--- src/rtl/ifetch_unit.sv ---
// ----------------------------------------------------------------------------
// ifetch_unit
//   Instruction-fetch front end. Owns the fetch PC and issues word reads to
//   instruction memory over a req/ack handshake with at most one request
//   outstanding. Returned {pc, instruction} pairs are buffered in a small
//   FIFO for decode. A redirect loads a new fetch PC and flushes the buffer.
//
// Ports
//   clk             in   1   clock, rising edge
//   clr             in   1   asynchronous, active-high reset
//   redirect_valid  in   1   load new fetch PC this cycle
//   redirect_addr   in   32  redirect target, bits [1:0] forced to zero
//   imem_req        out  1   memory read request, held until ack
//   imem_addr       out  32  request address, stable while imem_req=1
//   imem_ack        in   1   one-cycle pulse, imem_rdata valid
//   imem_rdata      in   32  instruction word
//   inst_valid      out  1   FIFO head valid
//   inst_data       out  32  FIFO head instruction
//   inst_pc         out  32  FIFO head PC
//   inst_ready      in   1   decode accepts head this cycle
// ----------------------------------------------------------------------------
module ifetch_unit #(
    parameter int unsigned DEPTH    = 4,
    parameter logic [31:0] RESET_PC = 32'h0
) (
    input  logic        clk,
    input  logic        clr,
    input  logic        redirect_valid,
    input  logic [31:0] redirect_addr,
    output logic        imem_req,
    output logic [31:0] imem_addr,
    input  logic        imem_ack,
    input  logic [31:0] imem_rdata,
    output logic        inst_valid,
    output logic [31:0] inst_data,
    output logic [31:0] inst_pc,
    input  logic        inst_ready
);

    localparam int unsigned PW = $clog2(DEPTH);
    localparam int unsigned CW = $clog2(DEPTH + 1);

    typedef enum logic [1:0] {
        S_IDLE,
        S_BUSY,
        S_DRAIN
    } state_t;

    state_t        r_state;
    logic [31:0]   r_fetch_pc;
    logic [31:0]   r_addr;
    logic [31:0]   r_pending;
    logic          r_req;
    logic [CW-1:0] r_count;
    logic [PW-1:0] r_wptr;
    logic [PW-1:0] r_rptr;
    logic [31:0]   r_fifo_pc   [DEPTH];
    logic [31:0]   r_fifo_data [DEPTH];

    state_t        w_state_n;
    logic [31:0]   w_fetch_pc_n;
    logic [31:0]   w_addr_n;
    logic [31:0]   w_pending_n;
    logic [31:0]   w_redir;
    logic [31:0]   w_target;
    logic [31:0]   w_addr_inc;
    logic          w_push;
    logic          w_pop;
    logic          w_flush;
    logic [CW-1:0] w_count_n;
    logic          w_room;

    assign w_redir    = redirect_addr & ~32'h3;
    assign w_addr_inc = r_addr + 32'd4;
    assign w_pop      = (r_count != '0) && inst_ready;
    assign w_flush    = redirect_valid;
    // Returned data is only kept for a live BUSY request without a redirect;
    // DRAIN acks belong to an abandoned address and are dropped.
    assign w_push     = (r_state == S_BUSY) && imem_ack && !redirect_valid;

    // Room is judged on the occupancy after this cycle's flush/push/pop, so a
    // new request is only issued when its data is guaranteed a slot.
    assign w_count_n  = w_flush ? '0 : (r_count + CW'(w_push) - CW'(w_pop));
    assign w_room     = (w_count_n < CW'(DEPTH));

    // Newest redirect wins even when it lands in the same cycle as the ack.
    assign w_target   = redirect_valid ? w_redir : r_pending;

    always_comb begin
        w_state_n    = r_state;
        w_fetch_pc_n = r_fetch_pc;
        w_addr_n     = r_addr;
        w_pending_n  = r_pending;
        case (r_state)
            S_IDLE: begin
                if (redirect_valid) begin
                    w_fetch_pc_n = w_redir;
                end else if (w_room) begin
                    w_state_n = S_BUSY;
                    w_addr_n  = r_fetch_pc;
                end
            end
            S_BUSY: begin
                if (imem_ack) begin
                    if (redirect_valid) begin
                        w_fetch_pc_n = w_redir;
                        w_addr_n     = w_redir;
                    end else begin
                        w_fetch_pc_n = w_addr_inc;
                        if (w_room) begin
                            w_addr_n = w_addr_inc;
                        end else begin
                            w_state_n = S_IDLE;
                        end
                    end
                end else if (redirect_valid) begin
                    w_pending_n = w_redir;
                    w_state_n   = S_DRAIN;
                end
            end
            S_DRAIN: begin
                if (redirect_valid) begin
                    w_pending_n = w_redir;
                end
                if (imem_ack) begin
                    w_fetch_pc_n = w_target;
                    w_addr_n     = w_target;
                    w_state_n    = S_BUSY;
                end
            end
            default: begin
                w_state_n = S_IDLE;
            end
        endcase
    end

    always_ff @(posedge clk or posedge clr) begin
        if (clr) begin
            r_state    <= S_IDLE;
            r_fetch_pc <= RESET_PC;
            r_addr     <= RESET_PC;
            r_pending  <= '0;
            r_req      <= 1'b0;
        end else begin
            r_state    <= w_state_n;
            r_fetch_pc <= w_fetch_pc_n;
            r_addr     <= w_addr_n;
            r_pending  <= w_pending_n;
            r_req      <= (w_state_n != S_IDLE);
        end
    end

    always_ff @(posedge clk or posedge clr) begin
        if (clr) begin
            r_count <= '0;
            r_wptr  <= '0;
            r_rptr  <= '0;
            for (int unsigned i = 0; i < DEPTH; i++) begin
                r_fifo_pc[i]   <= '0;
                r_fifo_data[i] <= '0;
            end
        end else if (w_flush) begin
            r_count <= '0;
            r_wptr  <= '0;
            r_rptr  <= '0;
        end else begin
            r_count <= w_count_n;
            if (w_push) begin
                r_fifo_pc[r_wptr]   <= r_addr;
                r_fifo_data[r_wptr] <= imem_rdata;
                r_wptr              <= r_wptr + PW'(1);
            end
            if (w_pop) begin
                r_rptr <= r_rptr + PW'(1);
            end
        end
    end

    assign imem_req   = r_req;
    assign imem_addr  = r_addr;
    assign inst_valid = (r_count != '0);
    assign inst_data  = r_fifo_data[r_rptr];
    assign inst_pc    = r_fifo_pc[r_rptr];

endmodule

--- config.mk ---
export PLATFORM = sky130hd
export DESIGN_NAME = ifetch_unit
export DESIGN_NICKNAME = d
export VERILOG_FILES = /design/src/rtl/ifetch_unit.sv
export SDC_FILE = /design/constraint.sdc
export NUM_CORES = 1
export LEC_CHECK = 0
export ABC_AREA = 0
export CAP_MARGIN = 10
export CORE_UTILIZATION = 45
export DETAILED_ROUTE_END_ITERATION = 12
export PLACE_DENSITY = 0.65
export SYNTH_ARGS = -nofsm -noshare
export SYNTH_HDL_FRONTEND = slang
export SYNTH_SLANG_ARGS = --single-unit
--- constraint.sdc ---
create_clock -name clk -period 16 [get_ports clk]
set_input_delay 3.2 -clock clk [delete_from_list [all_inputs] [get_ports clk]]
set_output_delay 3.2 -clock clk [all_outputs]
set_load 0.02 [all_outputs]
# Word level (Yosys, flattened, before mapping)
# Index checks and enable logic that the tools add are counted.
# W data, S select, Z words.
[op_classes]
bitwise_logic = 3
n_reduce_logical = 16
eq_ne = 9
n_mux = 38
n_lt_le_gt_ge = 4
add_sub_neg = 5
[op_table]
columns = ["op", "n"]
rows = [
  ["$mux W32", 16],
  ["$bwmux W128", 2],
  ["$pmux W32 S3", 2],
  ["$bmux W32 S2", 2],
  ["$demux W32 S2", 1],
  ["$pmux W32 S2", 1],
  ["$add A32 B3 Y32 const B", 1],
  ["$mux W2", 11],
  ["$ne A2 B2 Y1 const B", 6],
  ["$reduce_bool A2 Y1", 4],
  ["$ge A3 B3 Y1 const B", 2],
  ["$mux W3", 2],
  ["$not A2 Y3", 2],
  ["$pmux W2 S3", 1],
  ["$reduce_and A6 Y1", 1],
  ["$reduce_bool A3 Y1", 2],
  ["$add A2 B1 Y2 const B", 2],
  ["$logic_and A1 B1 Y1", 4],
  ["$reduce_and A2 Y1", 2],
  ["$reduce_and A4 Y1", 1],
  ["$add A3 B1 Y3", 1],
  ["$lt A3 B1 Y1 const B", 1],
  ["$lt A3 B3 Y1 const B", 1],
  ["$ne A3 B3 Y1 const B", 1],
  ["6 further kinds", 6],
]
[totals]
reg_bits = 362
output_inout_bits = 98
input_bits = 69
elab_cells = 91

# Longest topological paths before layout
# Gate-level depths: netlist (run 1).
[depth]
depth_word = 12
mapped_depth = 18
depth_no_buf = 14

# Worst setup path after synthesis (run 1)
# No wires, ideal clock.
[synth_timing]
path_type = "in2reg"
startpoint = "input port redirect_valid"
endpoint = "register r_addr[25] (netlist: imem_addr[25])"
cell_stages = 16
slack_ns = 9.751
setup_time_ns = 0.094
path_buffers = 4
arrival_time_ns = 6.155
required_time_ns = 15.906
cell_sequence = "nor2b_1 -> clkbuf_1 -> clkbuf_1 -> buf_2 -> nand2_1 -> ha_1 -> inv_1 -> ha_1 -> inv_1 -> fa_1 -> xor3_1 -> nor2_1 -> o21ai_1 -> clkbuf_1 -> nor3_1 -> a211oi_1"
[synth_via]
elab_chain_cells = 8
elab_cells_between_ends = 15
classes_between = "add/sub (2); order compare (1); eq/ne (3); mux (6); reduce/logical (3)"
[synth_lines]
columns = ["item", "line", "source"]
rows = [
  ["from (decl)", "28", "input logic redirect_valid,"],
  ["$logic_not A1 Y1", "79", "assign w_push = (r_state == S_BUSY) && imem_ack && !redirect_valid;"],
  ["$logic_and A1 B1 Y1", "79", ""],
  ["$add A3 B1 Y3", "83", "assign w_count_n = w_flush ? '0 : (r_count + CW'(w_push) - CW'(w_pop));"],
  ["$sub A3 B1 Y3", "83", ""],
  ["$mux W3", "83", ""],
  ["$lt A3 B3 Y1", "84", "assign w_room = (w_count_n < CW'(DEPTH));"],
  ["$ne A3 B3 Y1 (no source line) or $ne A2 B2 Y1 (tied branches)", "-", ""],
  ["$reduce_and A6 Y1 (no source line)", "-", ""],
  ["to (signal assigned)", "147", "r_addr <= w_addr_n;"],
  ["to (decl)", "51", "logic [31:0] r_addr;"],
]
# Several ways; a longest one is shown, not always the timed one. The select of a mux whose other input is x is not followed.
# A chain may end at the register's enable or synchronous reset.

# Final worst setup path (run 1)
[layout_timing]
startpoint = "input port redirect_valid"
endpoint = "register r_addr[24] (netlist: imem_addr[24])"
# Same word-level chain as after synthesis.

==> impl_metrics.prom, run 1 <==
# TYPE chip_impl_metric gauge
chip_impl_info{name="holdCritStartpoint",value="r_fifo_pc[40]$_DFFE_PP0P_"} 1
chip_impl_metric{name="cts.repair_timing.setup_buffer_count",unit=""} 0
chip_impl_metric{name="switching_share",unit="%"} 36.2
chip_impl_metric{name="synthesis.yosys.warnings",unit=""} 0
chip_impl_metric{name="timing.clock.skew",unit="ns"} 0.0153
chip_impl_metric{name="first_pass_grt_wire_length",unit="mm"} 65.5
chip_impl_metric{name="cts.htree.levels",unit=""} 2
chip_impl_metric{name="synth_area_per_cell",unit="um^2"} 12.8
chip_impl_metric{name="p_per_area",unit="mW/mm^2"} 200
chip_impl_metric{name="report.final.hold_viol_count",unit=""} 0
chip_impl_metric{name="max_slew.worst_pin.slew",unit="ns"} 1.04
chip_impl_info{name="tritoncts",value="built"} 1
chip_impl_info{name="timing.rr.end",value="imem_addr[24]$_DFFE_PP0P_"} 1
chip_impl_metric{name="finalWorstPathRequiredPeriod",unit="ns"} 6.67
chip_impl_metric{name="core_area",unit="mm^2"} 0.0368
chip_impl_metric{name="layout-drive-gt1-share",unit="%"} 28.9
chip_impl_metric{name="place_hpwl",unit="mm"} 24.1
chip_impl_metric{name="insertedDiodeCount",unit=""} 0
chip_impl_metric{name="detail_route.wirelength",unit="mm"} 40.6
chip_impl_info{name="worst_hold_path_type",value="flop to flop"} 1
chip_impl_info{name="synth_commonest_cells",value="362 x dfrtp_1, 262 x mux2_2, 108 x nand2_1"} 1
chip_impl_metric{name="dieHeight",unit="um"} 196
chip_impl_metric{name="pwr-share-comb",unit="%"} 40.6
chip_impl_metric{name="area.growth.synth_to_final",unit="%"} 20.3
chip_impl_metric{name="initial_core_util",unit="%"} 45.9
chip_impl_metric{name="die_area",unit="mm^2"} 0.0383
chip_impl_metric{name="critical_path_required",unit="ns"} 16.47
chip_impl_metric{name="syn-instance-count",unit=""} 1317
chip_impl_info{name="timing.rr.start",value="r_state[1]$_DFF_PP0_"} 1
chip_impl_metric{name="grt_max_degree",unit=""} 173
chip_impl_metric{name="final_cycle_utilization_of_the_critical_path",unit="%"} 41.7
chip_impl_metric{name="postSynthNetCount",unit=""} 1398
chip_impl_metric{name="via_count",unit=""} 11216
chip_impl_metric{name="worst_hold_path.num_cells",unit=""} 2
chip_impl_metric{name="clkSinkCount",unit=""} 362
chip_impl_info{name="worst_hold_path.endpoint",value="r_fifo_pc[40]$_DFFE_PP0P_"} 1
chip_impl_metric{name="globalplace.congestion",unit=""} 0.781
chip_impl_metric{name="netlist_area",unit="mm^2"} 0.0169
chip_impl_metric{name="max_freq",unit="GHz"} 0.150
chip_impl_metric{name="grt_util_all_layers",unit="%"} 22.0
chip_impl_metric{name="holdBufCountCts",unit=""} 0
chip_impl_info{name="synth_largest_area_cell",value="dfrtp_1"} 1
chip_impl_metric{name="total_leakage_power",unit="uW"} 0.00891
chip_impl_metric{name="power.net_switching",unit="uW"} 1470
chip_impl_metric{name="power.ir.vdd_worst",unit="uV"} 125
chip_impl_info{name="critPathKind",value="input pin to flop"} 1
chip_impl_metric{name="route.detailed.drc",unit=""} 0
chip_impl_metric{name="wl_per_cell",unit="um"} 21.0
chip_impl_metric{name="synth_enable_flop_cells",unit=""} 0
chip_impl_metric{name="i_o_pin_count",unit=""} 167
chip_impl_info{name="rsz0062_at_grt",value="false"} 1
chip_impl_info{name="ys.flop_type",value="dfrtp_1"} 1
chip_impl_metric{name="placement_rows",unit=""} 70
chip_impl_metric{name="grt_antenna_before_repair",unit=""} 1
chip_impl_metric{name="maxSlewHeadroom",unit="%"} 30.7
chip_impl_info{name="synth.area.top_cells",value="dfrtp_1 54%, mux2_2 17%, mux4_2 8.5%"} 1
chip_impl_metric{name="area_occupied_by_multi_input_gates",unit="mm^2"} 0.00738
chip_impl_metric{name="dr.first_iter.drc_count",unit=""} 670
chip_impl_metric{name="power.sequential.fraction",unit="%"} 35.7
chip_impl_metric{name="finalCoreUtilization",unit="%"} 55.2
chip_impl_metric{name="cap_violations",unit=""} 0
chip_impl_metric{name="first_pass_iters",unit=""} 5
chip_impl_metric{name="power.internal",unit="uW"} 2590
chip_impl_metric{name="drt.antenna.violating_nets",unit=""} 0
chip_impl_metric{name="vias_per_cell",unit=""} 5.81
chip_impl_metric{name="worst_path_arrival_time",unit="ns"} 7.13
chip_impl_metric{name="synthArstFlopShare",unit="%"} 100
chip_impl_metric{name="clkPwrFrac",unit="%"} 23.7
chip_impl_metric{name="count_of_cells_along_the_worst_register_to_register_path",unit=""} 14
chip_impl_metric{name="ctsResizeCount",unit=""} 0
chip_impl_metric{name="totalNegativeSetupSlack",unit="ns"} 0
chip_impl_metric{name="vias_in_the_first_global_route",unit=""} 11464
chip_impl_metric{name="minimum_setup_slack_among_reg_to_reg_paths",unit="ns"} 11.79
chip_impl_metric{name="setup-violations-final",unit=""} 0
chip_impl_metric{name="fin_nets",unit=""} 1512
chip_impl_info{name="critical_path_end_type",value="flop"} 1
chip_impl_metric{name="grt_overflow",unit=""} 0
chip_impl_metric{name="maxSlewViolCount",unit=""} 0
chip_impl_metric{name="chipWidth",unit="um"} 196
chip_impl_metric{name="synth_sequential_area_ratio",unit="%"} 53.7
chip_impl_metric{name="timing.critical_path.fanout_max",unit=""} 22
chip_impl_metric{name="worst_skew_pair.late_latency",unit="ns"} 0.55
chip_impl_info{name="ctsRootBufferMaster",value="clkbuf_16"} 1
chip_impl_info{name="yosysMostFrequentCell",value="dfrtp_1"} 1
chip_impl_metric{name="portBuffers",unit=""} 164
chip_impl_metric{name="worst_setup_hold_path_clk_slew",unit="ns"} 0.06
chip_impl_metric{name="flip_flop_and_latch_count_after_synthesis",unit=""} 362
chip_impl_metric{name="fillerInstances",unit=""} 3089
chip_impl_info{name="startpoint_type_of_the_worst_setup_path",value="input pin"} 1
chip_impl_metric{name="netlist.area_leader.share",unit="%"} 53.7
chip_impl_info{name="result_of_the_run",value="completed"} 1
chip_impl_metric{name="cts_inserted_buffers",unit=""} 41
chip_impl_metric{name="ys_types",unit=""} 57
chip_impl_metric{name="clock_tree_buffer_depth",unit=""} 3
chip_impl_info{name="worst_setup_path_startpoint",value="redirect_valid"} 1
chip_impl_metric{name="sequential_cell_area",unit="mm^2"} 0.00907
## state kept, by name, indices dropped and copies added (netlist names)
signal / flops
imem_addr: 32
imem_req: 1
r_count: 3
r_fetch_pc: 32
r_fifo_data: 128
r_fifo_pc: 128
r_pending: 32
r_rptr: 2
r_state: 2
r_wptr: 2
## metal layers
| layer | global-route usage [%] | routed length, um | vias to the layer above |
|---|---|---|---|
| met1 | 30.6 | 18400 | 5774 |
| met2 | 34.8 | 19100 | 304 |
| li1 | - | - | 5060 |
| met5 | 0 | 9 | - |
| met4 | 7.73 | 1080 | 2 |
| met3 | 3.64 | 2050 | 76 |
## worst max-delay path by stage
stage	end	slack (ns)	cells after the start
final	imem_addr[24]$_DFFE_PP0P_	9.33	13
after global routing	imem_addr[24]$_DFFE_PP0P_	9.14	13
after CTS	inst_pc[4]	9.33	3
after detailed placement	imem_addr[24]$_DFFE_PP0P_	8.84	13
after global placement	imem_addr[24]$_DFFE_PP0P_	8.87	13
after floorplan	imem_addr[0]$_DFFE_PP0P_	2.75	1
## power groups by stage
stage               sequential, uW  combinational [uW]  clock, uW
global placement              1450                1630          0
finish                        1450                1650        962
detailed placement            1460                1650          0
CTS                           1450                1660        990
global route                  1490                1790       1020
floorplan                     1380                1130          0
## through the flow
stage / cells / hold slack, ns / setup slack [ns] / power (uW) / instance area [um^2]
global route: 1931 / 0.502 / 9.14 / 4300 / 20300
global placement: 1856 / 0.457 / 8.87 / 3070 / 18900
floorplan: 1317 / 0.445 / 2.75 / 2510 / 16900
finish: 1931 / 0.475 / 9.33 / 4060 / 20300
CTS: 1931 / 0.478 / 9.33 / 4100 / 20300
detailed placement: 1856 / 0.466 / 8.84 / 3110 / 18900
## cells by family after synthesis
kind of cell	after synthesis	synth area share, %
adder cells (fa/ha/maj)	12	0.934
AND/OR/NAND/NOR	260	7.31
buffers and inverters	129	2.96
multiplexers	327	26.1
XOR/XNOR	16	0.920
flip-flops	362	53.7
AO/OA/AOI/OAI	211	8.09
## layout by cell type (no fill, tap or decap), types with 19 or more instances in the layout
cell type	instances
nand2_1	107
o21ai_0	88
clkbuf_16	43
nor2_1	53
mux4_2	64
clkdlybuf4s50_1	164
dfrtp_1	360
a21oi_1	23
nand3_1	19
mux2_2	262
## critical path, stage by stage
cell and delay [ns]:
clkdlybuf4s50_1 0.84, nor2b_2 0.28, nand2_1 0.08, ha_1 0.30, inv_1 0.05, ha_1 0.12, inv_1 0.05, fa_1 0.36
xor3_1 0.28, nor2_1 0.25, o21a_1 0.82, o21ai_0 0.25, o2bb2ai_1 0.23
## area by class of cell
class                   instances  area share (%)
flip-flops and latches        362            44.7
multi-input cells             826            36.4
clock buffers                  68            6.46
repair buffers                179            8.71
well taps                     468            2.89
inverters                      21           0.425
clock inverters                 7           0.450
No activity file was read; power rests on OpenSTA's default activity.
==> run 2, diff against run 1 <==
==> constraint.sdc (replaced) <==
create_clock -name clk -period 6.9 [get_ports clk]
set_input_delay 1.38 -clock clk [delete_from_list [all_inputs] [get_ports clk]]
set_output_delay 1.38 -clock clk [all_outputs]
set_load 0.02 [all_outputs]
==> run 2 against run 1 <==
First-iteration DRC count down 5.8%. Clock skew is 0.0018 ns higher. Clock-buffer cell count fell by 8. Core utilization fell by 0.14 points. Cell count hardly changed. Via count is 0.96% lower. Power rose by 130%. Register-to-register slack got worse by 8.9 ns. Combinational power is 130% higher. Clock power is 120% higher.
==> impl_metrics.prom, run 2 (synthesis gave the netlist of run 1 again) <==
# TYPE chip_impl_metric gauge
chip_impl_metric{name="whs",unit="ns"} 0.473
chip_impl_metric{name="grt_overflow",unit=""} 0
chip_impl_metric{name="p_per_area",unit="mW/mm^2"} 459
chip_impl_info{name="worst_hold_path_type",value="flop to flop"} 1
chip_impl_metric{name="timing.clock.skew",unit="ns"} 0.0171
chip_impl_metric{name="via_count",unit=""} 11108
chip_impl_metric{name="first_pass_grt_wire_length",unit="mm"} 65.6
chip_impl_metric{name="power.ir.vdd_worst",unit="uV"} 220
chip_impl_metric{name="chipWidth",unit="um"} 196
chip_impl_info{name="route.top_layer_used",value="met5"} 1
chip_impl_info{name="ctsRootBufferMaster",value="clkbuf_16"} 1
chip_impl_metric{name="met3RoutedLength",unit="mm"} 2.28
chip_impl_metric{name="vias_per_cell",unit=""} 5.76
chip_impl_metric{name="first_pass_iters",unit=""} 8
chip_impl_metric{name="worst_setup_hold_path_clk_slew",unit="ns"} 0.06
chip_impl_metric{name="i_o_pin_count",unit=""} 167
chip_impl_metric{name="max_slew.worst_pin.slew",unit="ns"} 1.06
chip_impl_metric{name="grt_antenna_before_repair",unit=""} 4
chip_impl_metric{name="max_freq",unit="GHz"} 0.214
chip_impl_metric{name="grt_util_all_layers",unit="%"} 22.0
chip_impl_metric{name="portBuffers",unit=""} 164
chip_impl_metric{name="holdBufCountCts",unit=""} 0
chip_impl_metric{name="worst_path_arrival_time",unit="ns"} 3.30
chip_impl_metric{name="finalWorstPathRequiredPeriod",unit="ns"} 4.68
chip_impl_metric{name="globalplace.congestion",unit=""} 0.786
chip_impl_metric{name="detail_route.wirelength",unit="mm"} 40.7
chip_impl_metric{name="minimum_setup_slack_among_reg_to_reg_paths",unit="ns"} 2.85
chip_impl_metric{name="die_area",unit="mm^2"} 0.0383
chip_impl_metric{name="area.growth.synth_to_final",unit="%"} 20.0
chip_impl_metric{name="area_occupied_by_multi_input_gates",unit="mm^2"} 0.00738
chip_impl_metric{name="maxSlewHeadroom",unit="%"} 29.1
chip_impl_info{name="largest_registers",value="r_fifo_data: 128 flops, r_fifo_pc: 128 flops"} 1
chip_impl_metric{name="layout-drive-gt1-share",unit="%"} 29.0
chip_impl_metric{name="fillerInstances",unit=""} 3092
chip_impl_metric{name="total_leakage_power",unit="uW"} 0.00887
chip_impl_metric{name="grt_max_degree",unit=""} 142
chip_impl_info{name="tritoncts",value="built"} 1
chip_impl_metric{name="sequential_cell_area",unit="mm^2"} 0.00907
chip_impl_metric{name="fin_nets",unit=""} 1513
chip_impl_metric{name="final_cycle_utilization_of_the_critical_path",unit="%"} 67.8
chip_impl_metric{name="worst_skew_pair.late_latency",unit="ns"} 0.56
chip_impl_info{name="startpoint_type_of_the_worst_setup_path",value="flop"} 1
chip_impl_metric{name="setup-violations-final",unit=""} 0
chip_impl_info{name="rsz0062_at_grt",value="false"} 1
chip_impl_metric{name="cts.repair_timing.setup_buffer_count",unit=""} 0
chip_impl_metric{name="cts_inserted_buffers",unit=""} 40
chip_impl_metric{name="wl_per_cell",unit="um"} 21.1
chip_impl_metric{name="cap_violations",unit=""} 0
chip_impl_metric{name="timing.critical_path.fanout_max",unit=""} 49
chip_impl_metric{name="core_area",unit="mm^2"} 0.0368
chip_impl_info{name="critical_path_end_type",value="primary output"} 1
chip_impl_metric{name="maxSlewViolCount",unit=""} 0
chip_impl_metric{name="initial_core_util",unit="%"} 45.9
chip_impl_metric{name="report.final.hold_viol_count",unit=""} 0
chip_impl_metric{name="clkSinkCount",unit=""} 362
chip_impl_metric{name="dieHeight",unit="um"} 196
chip_impl_info{name="final_common_cell",value="dfrtp_1"} 1
chip_impl_metric{name="place_hpwl",unit="mm"} 24.2
chip_impl_metric{name="critical_path_required",unit="ns"} 5.52
chip_impl_info{name="critPathKind",value="flop to primary output"} 1
chip_impl_metric{name="dr.first_iter.drc_count",unit=""} 631
chip_impl_info{name="result_of_the_run",value="completed"} 1
chip_impl_metric{name="drt.antenna.violating_nets",unit=""} 0
chip_impl_metric{name="vias_in_the_first_global_route",unit=""} 11524
chip_impl_metric{name="placement_rows",unit=""} 70
chip_impl_info{name="layout_common_cells",value="360 x dfrtp_1, 262 x mux2_2, 164 x clkdlybuf4s50_1"} 1
chip_impl_metric{name="cts.htree.levels",unit=""} 2
chip_impl_metric{name="routedLengthMet1",unit="mm"} 18.4
chip_impl_metric{name="route.detailed.drc",unit=""} 0
chip_impl_metric{name="ctsResizeCount",unit=""} 0
chip_impl_metric{name="clock_tree_buffer_depth",unit=""} 3
chip_impl_metric{name="total_length_of_routed_met2_wires",unit="mm"} 18.9
chip_impl_metric{name="totalNegativeSetupSlack",unit="ns"} 0
[run 2: changes by cell type in the layout (fill, tap and decap cells not counted), sizes merged]
cell | before | now
clkbuf | 68 | 60
clkinvlp | 1 | 3
bufinv | 2 | 1
clkinv | 5 | 7
diode | 0 | 2
buf | 15 | 17
[run 2: report_power, final]
part	internal [uW]	switching, uW
Sequential	2790	620
Clock	1240	863
Combinational	1860	1910
[run 2: worst max-delay path: stages, from the launching register on]
cell             delay [ns]
dfrtp_4                1.08
buf_4                  0.51
mux4_2                 0.57
clkdlybuf4s50_1        0.56
[run 2: per-layer routing]
layer / up-vias / GRT usage, %
met3: 63 / 4.56
met1: 5687 / 30.1
li1: 5068 / -
met5: - / 0
met2: 288 / 35.3
met4: 2 / 6.85
[run 2: final timing paths]
check,cells after the start,start,endpoint
max,3,r_rptr[0]$_DFFE_PP0P_,inst_pc[13]
min reg2reg,2,r_fifo_pc[15]$_DFFE_PP0P_,r_fifo_pc[15]$_DFFE_PP0P_
min,2,r_fifo_pc[15]$_DFFE_PP0P_,r_fifo_pc[15]$_DFFE_PP0P_
min in group asynchronous,2,clr,r_fifo_data[121]$_DFFE_PP0P_
max reg2reg,14,r_state[1]$_DFF_PP0_,imem_addr[24]$_DFFE_PP0P_
max in group asynchronous,3,clr,r_fifo_pc[52]$_DFFE_PP0P_
[run 2: stage by stage]
step | util, % | setup slack, ns | total power [uW] | area [um^2] | std cells
finish | 55.0 | 2.22 | 9300 | 20200 | 1930
global route | 55.0 | 1.95 | 9880 | 20200 | 1929
CTS | 55.0 | 2.02 | 9400 | 20200 | 1928
detailed placement | 51.5 | 1.81 | 7240 | 18900 | 1858
global placement | 51.5 | 1.88 | 7150 | 18900 | 1858
floorplan | - | 0.666 | 5810 | 16900 | 1317
[run 2: area by class of cell]
type,instances,share of cell area [%]
flip-flops and latches,362,44.8
multi-input cells,826,36.5
repair buffers,181,8.99
clock buffers,60,5.97
well taps,468,2.89
clock inverters,10,0.433
inverters,21,0.408
diodes,2,0.0247
